--- src/rtl/wqi_grade_fsm.sv ---
// wqi_grade_fsm: grades an IEEE-754 single WQI word into a water-quality
// class using a four-step sequential threshold compare (IDLE -> CMP x4 -> OUT).
// The optional persistence alarm is built only when WQI_ALARM_EN is defined;
// without it, alarm is tied to 0.
module wqi_grade_fsm #(
  parameter int ALARM_CLASS = 3,
  parameter int PERSIST     = 3,
  parameter int CNT_W       = 16
) (
  input  logic             clk,
  input  logic             rst,
  input  logic             in_valid,
  output logic             in_ready,
  input  logic [31:0]      in_wqi,
  input  logic             in_exc,
  output logic             out_valid,
  input  logic             out_ready,
  output logic [2:0]       out_class,
  output logic [31:0]      out_wqi,
  output logic             alarm,
  output logic [CNT_W-1:0] sample_cnt
);

  typedef enum logic [1:0] {IDLE, CMP, OUT} state_t;

  state_t      state;
  logic [1:0]  idx;
  logic [2:0]  grade;
  logic [31:0] wqi_q;
  logic        exc_q;
  logic [30:0] thr;
  logic        hit;
  logic        invalid;
  logic [2:0]  grade_fin;
  logic [2:0]  cls_fin;
  logic        load_out;

  assign in_ready = (state == IDLE);

  // Threshold for the current compare step (magnitude bits only).
  always_comb begin
    thr = 31'h42480000;
    case (idx)
      2'd0: thr = 31'h42480000;  // 50
      2'd1: thr = 31'h42C80000;  // 100
      2'd2: thr = 31'h43480000;  // 200
      2'd3: thr = 31'h43960000;  // 300
      default: thr = 31'h42480000;
    endcase
  end

  // Positive finite floats order like their unsigned magnitude bits, so
  // -0.0 and denormals fall below every threshold and grade as 0.
  assign hit       = (wqi_q[30:0] >= thr);
  assign invalid   = exc_q | (wqi_q[30:23] == 8'hFF) | (wqi_q[31] & (|wqi_q[30:0]));
  assign grade_fin = grade + {2'b00, hit};
  assign cls_fin   = invalid ? 3'd7 : grade_fin;
  assign load_out  = (state == CMP) && (idx == 2'd3);

  // Main FSM: accept, four compare cycles, then hold the result until taken.
  always_ff @(posedge clk) begin
    if (rst) begin
      state      <= IDLE;
      idx        <= 2'd0;
      grade      <= 3'd0;
      wqi_q      <= 32'd0;
      exc_q      <= 1'b0;
      out_valid  <= 1'b0;
      out_class  <= 3'd0;
      out_wqi    <= 32'd0;
      sample_cnt <= '0;
    end else begin
      case (state)
        IDLE: if (in_valid) begin
          wqi_q <= in_wqi;
          exc_q <= in_exc;
          idx   <= 2'd0;
          grade <= 3'd0;
          state <= CMP;
        end
        CMP: begin
          grade <= grade_fin;
          idx   <= idx + 2'd1;
          if (idx == 2'd3) begin
            state     <= OUT;
            out_valid <= 1'b1;
            out_class <= cls_fin;
            out_wqi   <= wqi_q;
          end
        end
        OUT: if (out_ready) begin
          out_valid  <= 1'b0;
          sample_cnt <= sample_cnt + CNT_W'(1);
          state      <= IDLE;
        end
        default: state <= IDLE;
      endcase
    end
  end

`ifdef WQI_ALARM_EN
  localparam logic [2:0] ALARM_CLS3 = 3'(ALARM_CLASS);
  localparam logic [3:0] PERSIST4   = 4'(PERSIST);

  logic [3:0] pcnt;
  logic [3:0] pcnt_nxt;

  // Saturating run length of alarm-worthy grades; any better grade resets it.
  always_comb begin
    pcnt_nxt = 4'd0;
    if (cls_fin >= ALARM_CLS3)
      pcnt_nxt = (pcnt == 4'hF) ? pcnt : pcnt + 4'd1;
  end

  // Counter and alarm move on the same edge that raises out_valid.
  always_ff @(posedge clk) begin
    if (rst) begin
      pcnt  <= 4'd0;
      alarm <= 1'b0;
    end else if (load_out) begin
      pcnt  <= pcnt_nxt;
      alarm <= (pcnt_nxt >= PERSIST4);
    end
  end
`else
  logic unused_cfg;
  assign unused_cfg = ^{ALARM_CLASS[0], PERSIST[0], load_out};
  assign alarm      = 1'b0;
`endif

endmodule
--- config.mk ---
export PLATFORM = sky130hd
export DESIGN_NAME = wqi_grade_fsm
export DESIGN_NICKNAME = d
export VERILOG_FILES = /design/src/rtl/wqi_grade_fsm.sv
export SDC_FILE = /design/constraint.sdc
export NUM_CORES = 1
export LEC_CHECK = 0
export ABC_AREA = 1
export BUFFER_PORTS_ARGS = -buffer_cell sky130_fd_sc_hd__buf_2
export CAP_MARGIN = 40
export CORE_UTILIZATION = 53
export CTS_CLUSTER_SIZE = 24
export DETAILED_ROUTE_END_ITERATION = 10
export PLACE_DENSITY = 0.87
export SYNTH_ARGS = -nofsm -noshare
export SYNTH_HDL_FRONTEND = slang
export SYNTH_SLANG_ARGS = --single-unit
--- constraint.sdc ---
create_clock -name clk -period 2.8 [get_ports clk]
set_input_delay 0.56 -clock clk [delete_from_list [all_inputs] [get_ports clk]]
set_output_delay 0.56 -clock clk [all_outputs]
set_load 0.03 [all_outputs]
# --- Yosys cells after proc, flatten, opt, wreduce, memory -nomap -nowiden ---
# Index checks and enable logic that the tools add are counted.
classes:
  n_addsub: 3
  order_cmp: 1
  n_eq_ne: 9
  mux: 13
  bitwise: 3
  reduce_logical: 11
ops:
  columns: ["op", "count"]
  rows:
  - ["31-bit one-hot mux with 4 select lines", 1]
  - ["31-bit greater-or-equal comparator", 1]
  - ["31-bit OR reduction", 1]
  - ["16-bit by 1-bit adder with 16-bit output (second input constant)", 1]
  - ["8-bit == test (second input constant)", 1]
  - ["2-bit two-way mux", 4]
  - ["2-bit AND reduction", 4]
  - ["2-bit == test (second input constant)", 3]
  - ["3-bit two-way mux", 2]
  - ["2-bit one-hot mux with 3 select lines", 1]
  - ["3-bit one-hot mux with 2 select lines", 1]
  - ["3-bit AND reduction", 2]
  - ["2-bit by 1-bit == test with 1-bit output (second input constant)", 2]
  - ["2-bit logical NOT", 2]
  - ["2-bit inequality test (second input constant)", 2]
  - ["2-bit one-hot mux with 2 select lines", 1]
  - ["2-bit nonzero test", 2]
  - ["3-bit by 1-bit adder with 3-bit output", 1]
  - ["2-bit by 1-bit adder with 2-bit output (second input constant)", 1]
  - ["1-bit two-way mux", 2]
  - ["2-bit by 1-bit inequality test with 1-bit output (second input constant)", 1]
  - ["1-bit OR", 2]
  - ["1-bit one-hot mux with 2 select lines", 1]
  - ["1-bit AND", 1]
totals:
  register_bits: 92
  word_cells: 49

# --- Longest topological paths before layout ---
depth:
  ltp_word: 5
  ltp_mapped: 15

# --- Worst setup path after synthesis ---
# OpenSTA, ideal clock, no wires.
synth_path:
  kind: "reg2reg"
  start: "reg idx[0]"
  end: "reg out_class[2]"
  setup_ns: 0.109
  t_arrival_ns: 2.346
  setup_slack_ns: 0.345
  path_stages_with_launch: 16
  cell_sequence: "dfxtp_1 -> ha_1 -> clkbuf_1 -> clkbuf_1 -> o21bai_1 -> ha_1 -> a21oi_1 -> nor2_1 -> o21ai_0 -> nand3_1 -> ha_1 -> ha_1 -> xnor2_1 -> nand3_1 -> nand2_1 -> inv_1"
synth_between:
  elab_chain_cells: 5
  elab_cells_between_ends: 9
  classes_between: "1 x add/sub; 1 x order compare; 3 x eq/ne; 2 x mux; 2 x reduce/logical"
synth_lines:
  columns: ["item", "line", "text"]
  rows:
  - ["from (decl)", "27", "logic [1:0] idx;"]
  - ["from (signal assigned)", "83", "idx <= idx + 2'd1;"]
  - ["2-bit == test, or another cell as far along", "43, 84", null]
  - ["31-bit one-hot mux with 4 select lines", "43", "case (idx)"]
  - ["31-bit greater-or-equal comparator", "54", "assign hit = (wqi_q[30:0] >= thr);"]
  - ["3-bit by 1-bit adder with 3-bit output", "56", "assign grade_fin = grade + {2'b00, hit};"]
  - ["3-bit two-way mux", "57", "assign cls_fin = invalid ? 3'd7 : grade_fin;"]
  - ["to (signal assigned)", "87", "out_class <= cls_fin;"]
  - ["to (decl)", "18", "output logic [2:0] out_class,"]
# Several ways; a longest one is shown, not always the timed one. The select of a mux whose other input is x is not followed.
# A chain may end at the register's enable or synchronous reset.

# --- Worst setup path in the final report ---
# Ends and elaborated chain as after synthesis.

==> impl_summary.md <==
Clocking
The CTS clock-pin slew for the worst setup and hold paths is 90 ps. The buffer cell driving the clock tree root is clkbuf_8. The clock latency reported for the late side of the worst-skew pair is 350 ps.

In this run the number of H-tree levels came out at 3. Clock tree synthesis found a total of 92 sinks. The number of clock buffers added by TritonCTS is 9. The CTS tree is done. The largest buffer count on any clock path is 2. The post-CTS setup-driven buffer insertion count is 0.

STA
The minimum clock period after layout is 2540 ps. The final number of hold-violating endpoints is 0. The clock tree skew after final layout is 6.54 ps. For this run, the top clock speed supported by timing is 393 MHz. The setup TNS after final layout is 0 ps. The number of pins with negative max-slew slack in the final report came to 0. Setup repair after global routing left no endpoint under its margin.

Setup violations remaining at the end of the flow were counted as 0. Headroom to the max-slew limit came out at 0.602. Setup slack on the critical path of the routed design comes to 257 ps.

The share of the clock period used by the worst path is 0.908. The slew at the pin closest to its max-slew limit is 597 ps.

Finish
The combined flip-flop and latch cell area is 1840 um^2. In the final layout, the multi-input gates occupy 1800 um^2. The final-stage net count is 661. Of the cells placed in the final design, the portion with a size suffix greater than 1 is 0.191.

0 antenna diodes ended up in the layout. The post-synthesis to final-layout area growth is 17.9%. The finished layout holds 710 standard cells, fillers aside. The end-of-flow core utilization is 0.664. The post-route cell area is 4610 um^2.

Counting the fill cells in the layout gives 632.

Yosys
When the netlist entered floorplanning its net count stood at 582. During synthesis, Yosys emitted a total of 0 warnings. The number of distinct library cells after synthesis is 25. The post-synthesis sequential element count is 92.

The synthesized area per cell is 7.38 um^2. Summing every instance area after synthesis gives 3910 um^2. Yosys attributes the largest share of cell area to dfxtp_1 (47%), nor2_1 (10%), nand2_1 (7.5%). The share of the synthesized area in the top cell type is 0.471. The biggest area contributor in the post-synthesis netlist is dfxtp_1. In the synthesized netlist, the number of instances is 530.

The portion of the post-synthesis area used by sequential elements is 0.471.

Floorplanning
Pin placement for this block handled 91 I/O pins. The die is 87.9 um tall. The full die area is 7730 um^2. The horizontal die dimension is 87.9 um.

Row generation in the floorplan step produced 30 rows. The initial core utilization is 0.563. In this run the standard cell core region covers 6940 um^2.

Routing
The residual DRC count is 0. Once detail routing completed, the nets flagged for antenna violations numbered 0. The total wirelength of the detailed-routed design is 9.03 mm. The first detailed-routing pass took 4 iterations. Dividing the detail-routed wire length by the instance count gives 12.7 um. The total number of vias is 3700.

The number of violations reported at the end of detailed-routing iteration 0 is 213. The per-cell via count in the routed design is 5.21.

Run status
The flow ran to the end, and the final reports show no timing, DRC or antenna violations.

Global routing
Across every metal layer, demand over resource in global routing totals 0.248. The number of antenna violations at the first check in global routing came to 0. The number of global-route vias before repair is 3438. The maximum number of pins on one net before global-route repair is 44. The wire length of the first global-routing pass is 15.0 mm. After global routing the overflow that remains totals 0.

Critical path
The number of cells on the worst reg-to-reg path is 15. The number of buffers and inverters on the critical path is 3. The worst setup path is captured at a flop. Traced cell by cell, the critical path runs through ha_2, inv_1, ha_1, inv_1, nor2_1, o21ai_0, o211ai_1, nand2_1, nand3_1, ha_1, ha_1, xnor2_1, nand3_1, nand2_1, inv_1. The element type at the critical path start is a flop. On the critical path, the stage with the largest delay is an instance of dfxtp_1. For the worst setup path, the data arrival time is 2800 ps.

The worst setup path is of the flop to flop kind. In this run the worst path has a maximum fanout of 7. The slack of the worst reg-to-reg path is 260 ps. The kind of cell adding the most delay to the critical path is adder cells. The required time reported for the critical path endpoint is 3060 ps. In this run the critical register-to-register path is launched from idx[0]. In this run the critical register-to-register path is captured at out_class[2]. The largest single stage delay on the critical path is 420 ps.

Placed design
The worst setup timing slack at the placement stage is 260 ps. Input and output buffers added on the ports amount to 89. Counting tap cells, the placed design contains a total of 694 instances. The congestion estimate from routability-driven global placement came to 0.823. The placed instance area is 4410 um^2. Detailed placement ended at an HPWL of 6.42 mm.

Min path
The worst hold path was traced through 3 stages. The terminating pin of the worst hold path is wqi_q[18]. The worst hold path belongs to the class input pin to flop. The worst hold path begins at in_wqi[18].

Power and ir drop
The power per standard cell area is 544 nW/um^2. The worst-case IR drop observed on VDD is 0.313 mV. The total leakage power is 2.00 nW.

Flow run
The max capacitance violation total is 0.
## report_power, final
group	total [mW]	internal (mW)	switching, mW	leakage, nW
logic	0.232	0.0849	0.147	1.16
registers	1.40	1.35	0.0429	0.749
clock network	0.883	0.415	0.468	0.0841
## layout make-up
type	instances	share of cell area
tap	96	0.0260
sequential	92	0.399
timing repair buffer	97	0.110
inverter	39	0.0317
clock inverter	7	0.0165
clock buffer	9	0.0269
multi-input combinational	370	0.390
## routing by layer
layer | wire length (um) | track usage | up-vias | part of all wire
li1 | - | - | 1885 | -
met1 | 3940 | 0.286 | 1682 | 0.44
met2 | 4450 | 0.432 | 115 | 0.49
met3 | 471 | 0.0697 | 18 | 0.052
met4 | 171 | 0.106 | 0 | 0.019
met5 | 0 | 0 | - | 0
## worst reg2reg max path: stages (launching register included)
cell,delay (ps)
dfxtp_1,420
ha_2,290
inv_1,90
ha_1,290
inv_1,60
nor2_1,40
o21ai_0,180
o211ai_1,120
nand2_1,80
nand3_1,80
ha_1,190
ha_1,190
xnor2_1,200
nand3_1,110
nand2_1,80
inv_1,40
## kinds of logic after synthesis
kind of cell	synth area share
and+or+nand+nor	0.262
DFF	0.471
xor gates and xnor gates	0.00448
AOI/OAI and AO/OA	0.144
adders and majority gates	0.0480
other	0.000959
buffers and inverters	0.0704
## Yosys cell counts
library cell,instances
a21oi_1,57
conb_1,1
a31oi_1,1
xor2_1,1
o21bai_1,1
o21a_1,2
nor4_1,1
xnor2_1,1
nand3b_1,1
inv_1,39
nor2_1,105
dfxtp_1,92
nand3_4,1
nor3_4,1
o21ai_0,45
nand2_1,78
ha_1,15
clkbuf_1,17
a211oi_1,2
buf_2,10
buf_4,2
nand3_1,43
nand4_1,7
o211ai_1,1
nor3_1,6
## flip-flops by register name (all words and copies together) (netlist names)
register and cells:
wqi_q 32, sample_cnt 16, out_valid 1, grade 3, out_wqi 32, state 2, idx 2, exc_q 1
out_class 3
## worst max path at each step
stage	from	end	slack (ps)	cells past startpoint
2_1_floorplan	idx[0]	out_class[2]	340	15
3_3_place_gp	idx[0]	out_class[2]	450	15
3_5_place_dp	idx[0]	out_class[2]	260	15
4_1_cts	idx[0]	out_class[2]	240	15
5_1_grt	idx[1]	out_class[2]	50	15
6_report	idx[0]	out_class[2]	260	15
## cells in the final DEF (no fill, tap or decap)
| cell | Yosys | layout |
|---|---|---|
| o21ai_0 | 45 | 45 |
| nand3_4 | 1 | 1 |
| nor3_1 | 6 | 6 |
| a21oi_1 | 57 | 57 |
| dfxtp_1 | 92 | 92 |
| clkbuf_8 | 0 | 9 |
| ha_1 | 15 | 14 |
| o21bai_1 | 1 | 1 |
| o21a_1 | 2 | 2 |
| nor2_2 | 0 | 1 |
| xor2_1 | 1 | 1 |
| nand2_1 | 78 | 78 |
| nand4_1 | 7 | 7 |
| nand3_1 | 43 | 43 |
| nand3b_1 | 1 | 1 |
| bufinv_16 | 0 | 1 |
| a31oi_1 | 1 | 1 |
| inv_1 | 39 | 39 |
| nor3_4 | 1 | 1 |
| buf_2 | 10 | 89 |
| conb_1 | 1 | 1 |
| nor4_1 | 1 | 1 |
| clkinvlp_4 | 0 | 5 |
| xnor2_1 | 1 | 1 |
| inv_6 | 0 | 1 |
| a211oi_1 | 2 | 2 |
| ha_2 | 0 | 1 |
| buf_4 | 2 | 8 |
| nor2_1 | 105 | 104 |
| o211ai_1 | 1 | 1 |
## per-stage QoR
| stage | hold WS (ps) | power, mW |
|---|---|---|
| 5_1_grt | 433 | 2.62 |
| 3_3_place_gp | 446 | 1.64 |
| 3_5_place_dp | 451 | 1.66 |
| 2_1_floorplan | 444 | 1.58 |
| 6_report | 447 | 2.51 |
| 4_1_cts | 434 | 2.53 |
## repair_timing
action,CTS,global route
hold buffers,0,0
resized for setup,0,1
endpoints found under the setup margin,0,1
No activity file was read; power rests on OpenSTA's default activity.
